$ cat src/rtl/t_ff_array.sv
// Bank of WIDTH toggle flip-flops that works as an independent toggle register
// or as a cascaded T-FF up/down counter, with parallel load, terminal count and change mask.
module t_ff_array #(
  parameter int              WIDTH    = 8,
  parameter logic [WIDTH-1:0] RST_VAL = '0,
  parameter int              SATURATE = 0
) (
  input  logic             clk,
  input  logic             rst,
  input  logic             en,
  input  logic [1:0]       mode,
  input  logic [WIDTH-1:0] t,
  input  logic             load,
  input  logic [WIDTH-1:0] d,
  output logic [WIDTH-1:0] q,
  output logic             tc,
  output logic [WIDTH-1:0] chg
);

  localparam logic [1:0] MODE_HOLD   = 2'b00;
  localparam logic [1:0] MODE_TOGGLE = 2'b01;
  localparam logic [1:0] MODE_UP     = 2'b10;
  localparam logic [1:0] MODE_DOWN   = 2'b11;
  localparam bit         SAT         = (SATURATE != 0);

  logic [WIDTH-1:0] up_tog;
  logic [WIDTH-1:0] dn_tog;
  logic [WIDTH-1:0] q_next;
  logic             tc_next;
  logic             at_max;
  logic             at_min;

  // Cascade toggle enables: bit i flips when all lower bits are at the carry/borrow value.
  assign up_tog[0] = 1'b1;
  assign dn_tog[0] = 1'b1;
  for (genvar i = 1; i < WIDTH; i++) begin : g_cascade
    assign up_tog[i] = &q[i-1:0];
    assign dn_tog[i] = ~|q[i-1:0];
  end

  assign at_max = &q;
  assign at_min = ~|q;

  always_comb begin
    q_next  = q;
    tc_next = 1'b0;
    if (load) begin
      q_next = d;
    end else if (en) begin
      case (mode)
        MODE_TOGGLE: q_next = q ^ t;
        MODE_UP: begin
          tc_next = at_max;
          if (!(SAT && at_max)) q_next = q ^ up_tog;
        end
        MODE_DOWN: begin
          tc_next = at_min;
          if (!(SAT && at_min)) q_next = q ^ dn_tog;
        end
        MODE_HOLD: q_next = q;
        default:   q_next = q;
      endcase
    end
  end

  // chg is computed from the same q_next so it always lines up with the registered q.
  always_ff @(posedge clk or posedge rst) begin
    if (rst) begin
      q   <= RST_VAL;
      tc  <= 1'b0;
      chg <= '0;
    end else begin
      q   <= q_next;
      tc  <= tc_next;
      chg <= q_next ^ q;
    end
  end

endmodule

$ cat config.mk
export PLATFORM = sky130hd
export DESIGN_NAME = t_ff_array
export DESIGN_NICKNAME = d
export VERILOG_FILES = /design/src/rtl/t_ff_array.sv
export SDC_FILE = /design/constraint.sdc
export NUM_CORES = 1
export LEC_CHECK = 0
export ABC_AREA = 1
export ABC_CLOCK_PERIOD_IN_PS = 4010
export BUFFER_PORTS_ARGS = -buffer_cell sky130_fd_sc_hd__clkbuf_2
export CORE_AREA = 2 2 51 53
export CTS_CLUSTER_DIAMETER = 40
export DETAILED_ROUTE_END_ITERATION = 16
export DIE_AREA = 0 0 53 55
export GPL_TIMING_DRIVEN = 0
export PLACE_DENSITY_LB_ADDON = 0.08
export SLEW_MARGIN = 40
export SYNTH_ARGS = -nofsm -noshare
export SYNTH_HDL_FRONTEND = slang
export SYNTH_SLANG_ARGS = --single-unit
$ cat constraint.sdc
create_clock -name clk -period 4.01 [get_ports clk]
set_clock_uncertainty 0.05 [all_clocks]
set_input_delay 0.401 -clock clk [delete_from_list [all_inputs] [get_ports clk]]
set_output_delay 0.401 -clock clk [all_outputs]
set_load 0.01 [all_outputs]
==> impl_metrics.py <==
metrics = {
    "status": {
        "status": "completed",
    },
    "setup_path": {
        "critPathMostFrequentCell": "nand2_1",
        "crit_family": "simple AND/OR/NAND/NOR gates",
        "worstPathRequired_ps": 4150,
        "crit_fanout": 6,
        "endpoint_kind": "flip-flop",
        "timing.rr.start": "q[0]",
        "crit_cells": 10,
        "crit_path_start": "q[0]",
        "r2r_slack_ps": 2440,
        "ff2ff_path_depth": 10,
        "slowest_delay_ps": 470,
        "crit_path_top_delay_cell": "dfrtp_1",
        "crit_chain": "nor2_2 > nand3_1 > nand2_2 > nand2_1 > nand2_1 > nand3_1 > nand3_2 > nand2_1 > nand2_1 > nand2_1",
        "path_buf_inv": 0,
        "crit_type": "flip-flop to flip-flop",
        "crit_arrival_ps": 1710,
        "start_kind": "flip-flop",
    },
    "cts": {
        "cts_buffer_depth": 2,
        "cts_hold_buf": 0,
        "clock_sinks": 17,
        "path_clk_slew_ps": 110,
        "htree_levels": 1,
        "root_buffer": "clkbuf_4",
        "post_cts_buffers": 0,
        "insertion_delay_ps": 300,
        "cts-resized-gates": 0,
        "cts_buffers": 3,
        "cts_tree": "yes",
    },
    "sta": {
        "period_needed_ps": 1570,
        "hold-worst-slack_ps": 116,
        "slew_headroom_pct": 54.6,
        "hold_viol": 0,
        "fin_crit_sh_pct": 39.2,
        "fin_setup_tns_ps": 0,
        "fmax_mhz": 636,
        "rsz0062_at_grt": "no",
        "setup_viol": 0,
        "worst_pin_slew_ps": 681,
        "final_max_slew_viol_count": 0,
    },
    "final_layout": {
        "syn_to_final_growth_pct": 21.1,
        "num-fill-cells": 234,
        "antenna_cells": 0,
        "final_layout_size_suffix_gt1_share_pct": 30.2,
        "final_common_cell": "nand2_1",
        "final_nets": 238,
        "final_cell_mix": "nand2_1 (61), clkbuf_2 (37), inv_1 (23), nand3_1 (20), dfrtp_1 (17)",
    },
    "drt": {
        "wirelength_mm": 2.74,
        "drt-initial-drc-count": 22,
        "via_per_inst": 4.97,
        "num_vias": 1217,
        "topRoutingLayerUsed": "met4",
        "post_drt_wl_per_cell_um": 11.2,
        "wl_met3_um": 164,
        "wl_met2_mm": 1.36,
        "wl_met1_mm": 1.18,
        "ant_nets": 0,
        "drc": 0,
        "first_pass_iters": 4,
    },
    "global_routing": {
        "grt_pass1_wl_mm": 4.48,
        "grt_pass1_vias": 1141,
        "antenna_found_initial": 0,
        "grt-ovfl-total": 0,
        "grt_max_degree": 18,
        "grt.total_usage_pct": 20.9,
    },
    "logic_synthesis": {
        "synthCells": 174,
        "ys_types": 24,
        "ys_ff_latch": 17,
        "synth_area_leaders": "dfrtp_1 (36%), nand2_1 (19%), nand3_1 (8.5%)",
        "synth_area_um2": 1180,
        "yosysWarningCount": 0,
        "syn_avg_cell_area_um2": 6.78,
        "synth_area_leader_cell": "dfrtp_1",
        "ys_seq_area_share_pct": 36.1,
        "syn_nets": 196,
        "synth_top_area_share_pct": 36.1,
    },
    "placement": {
        "hpwl_mm": 2.15,
        "gp_congestion": 0.811,
        "numPortBuffers": 37,
    },
    "floorplanning": {
        "start_util_pct": 49.9,
        "die_area_um2": 2920,
        "core_area_um2": 2360,
        "io_pins": 39,
        "die_y_um": 55,
        "num_rows": 18,
        "dieWidth_um": 53,
    },
    "pwr": {
        "p_total_uw": 446,
        "irDropWorstVdd_mv": 0.188,
        "power.density_nw_per_um2": 312,
        "power_leakage_nw": 0.836,
    },
    "hold_path": {
        "hp-class": "input port to async pin",
    },
    "run": {
        "maxCapViolCount": 0,
    },
}
-- per-layer routing --
metal / vias to the layer above / track usage (%)
met4: 0 / 9.40
met3: 4 / 2.42
met2: 40 / 38.8
li1: 624 / -
met1: 549 / 24.3
met5: - / 0
-- through the flow --
stage	setup WS [ps]	util [%]	cells	cell area, um^2
floorplan	2600	-	174	1180
global route	2260	60.4	245	1430
CTS	2450	60.4	245	1430
detailed placement	2420	59.3	241	1400
finish	2440	60.4	245	1430
global placement	2440	59.3	241	1400
-- logic make-up (layout without fill, tap and decap cells) --
logic type / count (synthesis) / after routing / synth area share [%]
flops: 17 / 17 / 36.1
compound gates: 16 / 16 / 8.59
simple gates: 109 / 109 / 42.3
xor+xnor: 3 / 3 / 2.23
buf+inv: 29 / 70 / 10.8
-- worst paths after layout --
path                       endpoint
min                          chg[0]
min reg2reg                      tc
max in group asynchronous    chg[6]
max reg2reg                  chg[6]
max                          chg[6]
min in group clk               q[2]
-- worst register-to-register path: stages (launching register included) --
cell	delay, ps
dfrtp_1	470
nor2_2	240
nand3_1	120
nand2_2	100
nand2_1	50
nand2_1	70
nand3_1	90
nand3_2	90
nand2_1	60
nand2_1	60
nand2_1	50
-- power breakdown --
part	total, mW	internal [mW]	switching, mW
Combinational	0.140	0.0574	0.0822
Clock	0.0946	0.0387	0.0559
Sequential	0.211	0.193	0.0185
-- registers in the layout (all words and copies together) (netlist names) --
| register | count |
|---|---|
| q | 8 |
| chg | 8 |
| tc | 1 |
-- cell usage after synthesis, drive strengths merged --
| cell | n |
|---|---|
| nand2 | 66 |
| dfrtp | 17 |
| xor2 | 1 |
| xnor2 | 2 |
| o21ai | 7 |
| a21oi | 4 |
| clkbuf | 1 |
| nor3 | 1 |
| nand3 | 23 |
| and2 | 2 |
| a31oi | 1 |
| or2 | 6 |
| buf | 2 |
| o211ai | 4 |
| nor2 | 11 |
| inv | 26 |
-- area by class of cell --
cell class | count | area, um^2 | area share [%]
Sequential cell | 17 | 425 | 29.8
Tap cell | 30 | 37.5 | 2.63
Buffer | 3 | 30.0 | 2.10
Clock buffer | 4 | 26.3 | 1.84
Multi-Input combinational cell | 128 | 627 | 43.9
Inverter | 26 | 97.6 | 6.83
Timing Repair Buffer | 37 | 185 | 13.0
Note: power is estimated with default switching activity, not from simulation.
